--- config.mk ---
export PLATFORM = sky130hd
export DESIGN_NAME = misr_bist_ctrl_flat
export DESIGN_NICKNAME = d
export VERILOG_FILES = /design/src/rtl/misr_bist_ctrl_if.sv /design/src/rtl/misr_bist_ctrl.sv /design/src/flat_wrapper.sv
export SDC_FILE = /design/constraint.sdc
export NUM_CORES = 1
export LEC_CHECK = 0
export BUFFER_PORTS_ARGS = -buffer_cell sky130_fd_sc_hd__buf_4
export CAP_MARGIN = 20
export CORE_MARGIN = 10
export CORE_UTILIZATION = 30
export CTS_BUF_LIST = sky130_fd_sc_hd__clkbuf_8
export DETAILED_ROUTE_END_ITERATION = 10
export PLACE_DENSITY = 0.54
export SLEW_MARGIN = 20
export SYNTH_ARGS = -nofsm -noshare
export SYNTH_HDL_FRONTEND = slang
export SYNTH_SLANG_ARGS = --single-unit
--- constraint.sdc ---
create_clock -name i_clk -period 5.2 [get_ports i_clk]
set_clock_uncertainty 0.1 [all_clocks]
set_input_delay 0.52 -clock i_clk [delete_from_list [all_inputs] [get_ports i_clk]]
set_output_delay 0.52 -clock i_clk [all_outputs]
set_load 0.02 [all_outputs]
--- src/rtl/misr_bist_ctrl_if.sv ---
// misr_bist_ctrl_if: start/config, DUT response, MISR and result signals of the BIST sequencer
interface misr_bist_ctrl_if #(
   parameter int NUM_BITS = 54,
   parameter int CNT_W = 16
);
   logic                i_start;
   logic [CNT_W-1:0]    i_num_beats;
   logic [NUM_BITS-1:0] i_seed;
   logic [NUM_BITS-1:0] i_golden;
   logic                i_dut_vld;
   logic [NUM_BITS-1:0] i_dut_data;
   logic                o_dut_rdy;
   logic                o_misr_en;
   logic                o_misr_load;
   logic [NUM_BITS-1:0] o_misr_din;
   logic                i_misr_vld;
   logic [NUM_BITS-1:0] i_misr_data;
   logic                o_busy;
   logic                o_done;
   logic                o_pass;
   logic [NUM_BITS-1:0] o_signature;
   logic                o_timeout;
   modport master (
      input  i_start, i_num_beats, i_seed, i_golden, i_dut_vld, i_dut_data, i_misr_vld, i_misr_data,
      output o_dut_rdy, o_misr_en, o_misr_load, o_misr_din, o_busy, o_done, o_pass, o_signature, o_timeout
   );
   modport slave (
      output i_start, i_num_beats, i_seed, i_golden, i_dut_vld, i_dut_data, i_misr_vld, i_misr_data,
      input  o_dut_rdy, o_misr_en, o_misr_load, o_misr_din, o_busy, o_done, o_pass, o_signature, o_timeout
   );
endinterface

--- src/rtl/misr_bist_ctrl.sv ---
// misr_bist_ctrl: seeds the MISR, gates response beats into it and checks the final signature.
// Define MISR_BIST_TIMEOUT_EN to enable the RUN-state stall watchdog.
module misr_bist_ctrl #(
   parameter int NUM_BITS = 54,
   parameter int CNT_W = 16,
   parameter int TIMEOUT_CYC = 1024
) (
   input logic i_clk,
   input logic i_rst,
   misr_bist_ctrl_if.master bus
);
`ifdef MISR_BIST_TIMEOUT_EN
   localparam bit WD_EN = 1'b1;
`else
   localparam bit WD_EN = 1'b0;
`endif
   localparam int WD_W = $clog2(TIMEOUT_CYC + 1);
   typedef enum logic [2:0] {IDLE, SEED, RUN, DRAIN, DONE} state_t;
   state_t state, state_nxt;
   logic [CNT_W-1:0] rem;
   logic [NUM_BITS-1:0] seed, golden;
   logic [WD_W-1:0] wd;
   logic wd_hit;
   logic last_beat;
   assign last_beat = bus.i_dut_vld && rem == CNT_W'(1);
   assign wd_hit = WD_EN && state == RUN && !bus.i_dut_vld && wd == WD_W'(TIMEOUT_CYC - 1);
   always_comb begin
      state_nxt = state;
      unique case (state)
         IDLE:    state_nxt = bus.i_start ? SEED : IDLE;
         SEED:    state_nxt = rem != '0 ? RUN : DRAIN;
         RUN:     state_nxt = wd_hit ? DONE : last_beat ? DRAIN : RUN;
         DRAIN:   state_nxt = DONE;
         default: state_nxt = IDLE;
      endcase
   end
   assign bus.o_dut_rdy = state == RUN;
   assign bus.o_misr_en = state == SEED || (state == RUN && bus.i_dut_vld);
   assign bus.o_misr_load = state == SEED;
   assign bus.o_misr_din = state == SEED ? seed : bus.i_dut_data;
   assign bus.o_busy = state != IDLE;
   assign bus.o_done = state == DONE;
   // watchdog counts consecutive stalled RUN cycles; any accepted beat clears it
   always_ff @(posedge i_clk)
      wd <= (i_rst || state != RUN || bus.i_dut_vld) ? '0 : wd + WD_W'(1);
   always_ff @(posedge i_clk) begin
      if (i_rst) begin
         state <= IDLE;
         rem <= '0;
         seed <= '0;
         golden <= '0;
         bus.o_pass <= 1'b0;
         bus.o_signature <= '0;
         bus.o_timeout <= 1'b0;
      end else begin
         state <= state_nxt;
         if (state == IDLE && bus.i_start) begin
            rem <= bus.i_num_beats;
            seed <= bus.i_seed;
            golden <= bus.i_golden;
            bus.o_pass <= 1'b0;
            bus.o_timeout <= 1'b0;
         end
         if (state == RUN && bus.i_dut_vld)
            rem <= rem - CNT_W'(1);
         if (state == DRAIN) begin
            bus.o_signature <= bus.i_misr_data;
            bus.o_pass <= bus.i_misr_vld && bus.i_misr_data == golden;
         end
         if (wd_hit) begin
            bus.o_timeout <= 1'b1;
            bus.o_pass <= 1'b0;
            bus.o_signature <= '0;
         end
      end
   end
endmodule

--- src/flat_wrapper.sv ---
// flat-port wrapper written by rule: the top's interface ports become plain ports
module misr_bist_ctrl_flat 
#(
   parameter int NUM_BITS = 54,
   parameter int CNT_W = 16,
   parameter int TIMEOUT_CYC = 1024
)
  (i_clk, i_rst, bus_i_start, bus_i_num_beats, bus_i_seed, bus_i_golden, bus_i_dut_vld, bus_i_dut_data, bus_i_misr_vld, bus_i_misr_data, bus_o_dut_rdy, bus_o_misr_en, bus_o_misr_load, bus_o_misr_din, bus_o_busy, bus_o_done, bus_o_pass, bus_o_signature, bus_o_timeout);
  misr_bist_ctrl_if #(.NUM_BITS(NUM_BITS), .CNT_W(CNT_W)) bus_i ();
  input logic i_clk;
  input logic i_rst;
  input wire logic [$bits(bus_i.i_start)-1:0] bus_i_start;
  input wire logic [$bits(bus_i.i_num_beats)-1:0] bus_i_num_beats;
  input wire logic [$bits(bus_i.i_seed)-1:0] bus_i_seed;
  input wire logic [$bits(bus_i.i_golden)-1:0] bus_i_golden;
  input wire logic [$bits(bus_i.i_dut_vld)-1:0] bus_i_dut_vld;
  input wire logic [$bits(bus_i.i_dut_data)-1:0] bus_i_dut_data;
  input wire logic [$bits(bus_i.i_misr_vld)-1:0] bus_i_misr_vld;
  input wire logic [$bits(bus_i.i_misr_data)-1:0] bus_i_misr_data;
  output wire logic [$bits(bus_i.o_dut_rdy)-1:0] bus_o_dut_rdy;
  output wire logic [$bits(bus_i.o_misr_en)-1:0] bus_o_misr_en;
  output wire logic [$bits(bus_i.o_misr_load)-1:0] bus_o_misr_load;
  output wire logic [$bits(bus_i.o_misr_din)-1:0] bus_o_misr_din;
  output wire logic [$bits(bus_i.o_busy)-1:0] bus_o_busy;
  output wire logic [$bits(bus_i.o_done)-1:0] bus_o_done;
  output wire logic [$bits(bus_i.o_pass)-1:0] bus_o_pass;
  output wire logic [$bits(bus_i.o_signature)-1:0] bus_o_signature;
  output wire logic [$bits(bus_i.o_timeout)-1:0] bus_o_timeout;
  assign bus_i.i_start = bus_i_start;
  assign bus_i.i_num_beats = bus_i_num_beats;
  assign bus_i.i_seed = bus_i_seed;
  assign bus_i.i_golden = bus_i_golden;
  assign bus_i.i_dut_vld = bus_i_dut_vld;
  assign bus_i.i_dut_data = bus_i_dut_data;
  assign bus_i.i_misr_vld = bus_i_misr_vld;
  assign bus_i.i_misr_data = bus_i_misr_data;
  assign bus_o_dut_rdy = bus_i.o_dut_rdy;
  assign bus_o_misr_en = bus_i.o_misr_en;
  assign bus_o_misr_load = bus_i.o_misr_load;
  assign bus_o_misr_din = bus_i.o_misr_din;
  assign bus_o_busy = bus_i.o_busy;
  assign bus_o_done = bus_i.o_done;
  assign bus_o_pass = bus_i.o_pass;
  assign bus_o_signature = bus_i.o_signature;
  assign bus_o_timeout = bus_i.o_timeout;
  misr_bist_ctrl #(.NUM_BITS(NUM_BITS), .CNT_W(CNT_W), .TIMEOUT_CYC(TIMEOUT_CYC)) u_core (.i_clk(i_clk), .i_rst(i_rst), .bus(bus_i));
endmodule
Yosys cells after proc, flatten, opt, wreduce, memory -nomap -nowiden
Cells that the tools add are included.

Reductions and logical operators: 10. Add/subtract/negate cells: 1. Muxes and demuxes: 9. Eq/ne operators: 6.

Operator list (number): equality test 54 bit (1); two-way mux 54 bit (1); two-way mux 16 bit (2); equality test 16 x 1 -> 1 bit (second input constant) (1); nonzero test 16 bit (1); subtractor 16 x 1 -> 16 bit (second input constant) (1); case mux 3 bit (4 select lines) (1); equality test 3 x 2 -> 1 bit (second input constant) (2); two-way mux 1 bit (5); logical AND 1 bit (4); nonzero test 2 bit (2); equality test 3 x 1 -> 1 bit (second input constant) (1); equality test 3 bit (second input constant) (1); logical NOT 3 bit (1); nonzero test 3 bit (1); logical OR 1 bit (1).

Logic and storage cells: 32. Flip-flop bits (word level): 182. Output and inout port bits: 115.

Logic depth before layout (Yosys ltp)
Depth in word-level cells: 4. Mapped depth: 7. Mapped depth without buffers: 6.

Least setup slack after synthesis
OpenSTA, ideal clock, no wires.

Path kind: register to output. From: reg u_core.state[0]. To: out bus_o_misr_din[45]. Data arrival time: 1.810 ns. Slack: 2.770 ns. Stages on the path, launching flop included: 5. Cells stage by stage: dfxtp_1 clkbuf_1 nor3b_1 clkbuf_1 mux2_2.

Cells in the longest elaborated chain, start to end: 2.

RTL lines: start, declared (line misr_bist_ctrl.sv:19) `state_t state, state_nxt;`; start signal, assigned (line misr_bist_ctrl.sv:56) `state <= state_nxt;`; equality test 3 x 1 -> 1 bit; via bus_o_misr_load (line flat_wrapper.sv:22) `output wire logic [$bits(bus_i.o_misr_load)-1:0] bus_o_misr_load;`; two-way mux 54 bit (line misr_bist_ctrl.sv:40) `assign bus.o_misr_din = state == SEED ? seed : bus.i_dut_data;`; end, declared (line flat_wrapper.sv:23) `output wire logic [$bits(bus_i.o_misr_din)-1:0] bus_o_misr_din;`.

The timed path passes the listed nets, and every way through them passes these cells.

Worst setup path after layout
From: reg u_core.state[0]. To: out bus_o_misr_din[9].

Cells in the longest elaborated chain, start to end: 2.

RTL lines (line): equality test 3 x 1 -> 1 bit (misr_bist_ctrl.sv:40); two-way mux 54 bit (misr_bist_ctrl.sv:40).

No other way between the ends.

==> run metrics <==
WS Path Type register to output pin; die area 0.0330 sq mm; Sum Neg Setup Slack 0 ns; layout cells sized above 1 0.345; num rows 59; Max Freq 318 MHz; worst skew pair latency 0.47 ns; post-layout util 0.429; vias in the first global route 7863; CORE AREA 0.0259 sq mm; clk buf depth 2; sequential area share after synthesis 0.464; Switching Fraction 0.319; Clock Power Share 0.297; final slew viol count 0; antenna viol nets, final 0; sequential power share 0.471; # fillers 2671; DRC Markers 0; Post CTS Setup Buffer Count 0; DR iter-0 viols 455; total power 3.30 mW; Multi-input gate area 0.00389 sq mm; Post-synth EDFFs 0; Register Area 0.00364 sq mm; Syn Std Cell Area 0.00785 sq mm; hold crit path type input pin to register; MaxCap Viol Count 0; CP required 4.58 ns; initial antenna violation count 6; num ports 352; largest net degree at the start of global routing 95; Hold WS 0.178 ns; gr usage total 0.178; vias per cell 4.74; P&R area growth vs syn 41.5%; DRT Wirelength 30.8 mm; Yosys reg bits 182; Lkg Pwr 4.62 nW; CP arrival 2.53 ns; crit path capture type output pin; Post-DP HPWL 23.3 mm; clock-pin slew on the worst setup and hold paths 0.11 ns; TritonCTS clock tree built; syn_nets 1224; Fin. Hold Viols 0; H-tree depth 4; pwr/cell area 297 mW/mm^2; internal power 2.25 mW; Final GP Congestion 0.823; Max transition margin 0.318; RSZ-0062 raised after global routing false; via count 7790; PortBufs 350; crit path max fanout 56; final net count 1532; synth warn 0; Net Sw Power 1.05 mW; # clock sinks 182; first-pass GRT wire length 46.4 mm; Worst Tran Pin Value 1.02 ns; Syn Area/Cell 7.98 sq um; die outline width 182 um; routed len/inst 18.7 um; DR pass1 iterations 5; startpoint types register; top_reg_cell synth dfxtp_1; # hold bufs at CTS 0; post-route minimum period 3.15 ns; Synth async-reset ratio 0; post-synthesis cell count 984; Comb pwr share 0.232; TritonCTS Buffers 17; maximum vdd drop 0.108 mV; Die H 182 um; post-route cell area 0.0111 sq mm; dpl cell area 0.0107 sq mm; status finished, final reports clean; Initial Util 0.303; Yosys cell types 48; clock root cell clkbuf_8; grt ovf 0; CTS-repair resized insts 0; Final setup viols 0; fin crit share 0.605
flip-flops by register name (all words and copies together), names as in the netlist:
signal                  cells
u_core.golden              54
u_core.bus.o_pass           1
u_core.bus.o_signature     54
u_core.seed                54
u_core.rem                 16
u_core.state                3
placed cells by master (no fill, tap or decap), drive strengths merged, types with 3 or more instances in the layout:
master  synthesis  layout
a21oi         170     170
nand3           5       5
clkbuf         55      18
a211oi          4       4
ha              3       3
xor2           16      16
inv            17      25
xnor2          25      25
a221oi          5       5
o21bai          3       3
o211ai          5       5
nand2         334     334
nor2           16      16
or3             4       4
a31oi           5       5
nor3           10      10
diode           0       3
nand4          10      10
buf            14     358
nor3b           3       3
o22ai           5       5
nor4            8       8
dfxtp         182     182
mux2           55      55
clkinv          0       3
cell usage after synthesis, drive strengths merged, types with 5 or more instances:
cell type,count,area (sq um)
nand2,334,1250
nand3,5,25.0
a221oi,5,43.8
nand4,10,62.6
xor2,16,140
mux2,55,619
nor2,16,60.1
dfxtp,182,3640
nor4,8,65.1
o211ai,5,37.5
clkbuf,55,206
a21oi,170,851
inv,17,63.8
o22ai,5,31.3
buf,14,63.8
xnor2,25,219
a31oi,5,31.3
nor3,10,50.1
power by group through the flow:
stage	registers [mW]	clock network, mW	logic [mW]
floorplan	1.57	0	0.433
global placement	1.59	0	0.770
detailed placement	1.59	0	0.777
CTS	1.55	1.02	0.779
global route	1.57	1.08	0.840
finish	1.55	0.980	0.765
routing by layer:
metal,up-vias,wire [um],track usage
met5,-,34,0
met4,6,465,0.0446
met3,31,2750,0.0720
met2,276,14700,0.292
met1,3568,12800,0.211
li1,3909,-,-
kinds of logic (layout without fill, tap and decap cells):
logic type	after synthesis	after routing	synth area share
simple gates	405	405	0.216
other cells	1	4	0.000478
flops	182	182	0.464
compound gates	211	211	0.148
xor+xnor	41	41	0.0458
buf+inv	86	407	0.0426
mux	55	55	0.0789
fa+ha+maj	3	3	0.00478
area by class of cell:
cell class / count / share of cell area
diodes: 3 / 0.000676
clock buffers: 18 / 0.0223
clock inverters: 14 / 0.0126
inverters: 17 / 0.00575
multi-input cells: 716 / 0.350
flip-flops and latches: 182 / 0.328
well taps: 335 / 0.0377
repair buffers: 358 / 0.242
worst paths after layout:
path | cells after the start | slack (ns) | endpoint | from
max | 4 | 2.05 | bus_o_misr_din[9] | u_core.state[0]
min | 3 | 0.18 | u_core.seed[18] | bus_i_seed[18]
max reg2reg | 5 | 2.64 | u_core.golden[1] | u_core.state[1]
min reg2reg | 2 | 0.36 | u_core.golden[35] | u_core.golden[35]
worst max-delay path: stages (launching register included):
cell     delay (ns)
dfxtp_1        0.57
nor3b_2        0.27
buf_4          0.56
mux2_2         0.42
buf_4          0.16
stage by stage:
step,std cells,setup slack (ns)
6_report,1643,2.05
5_1_grt,1641,1.86
4_1_cts,1640,2.03
3_5_place_dp,1608,2.57
3_3_place_gp,1608,2.63
2_1_floorplan,984,2.77
Power figures use the tool's default switching activity.
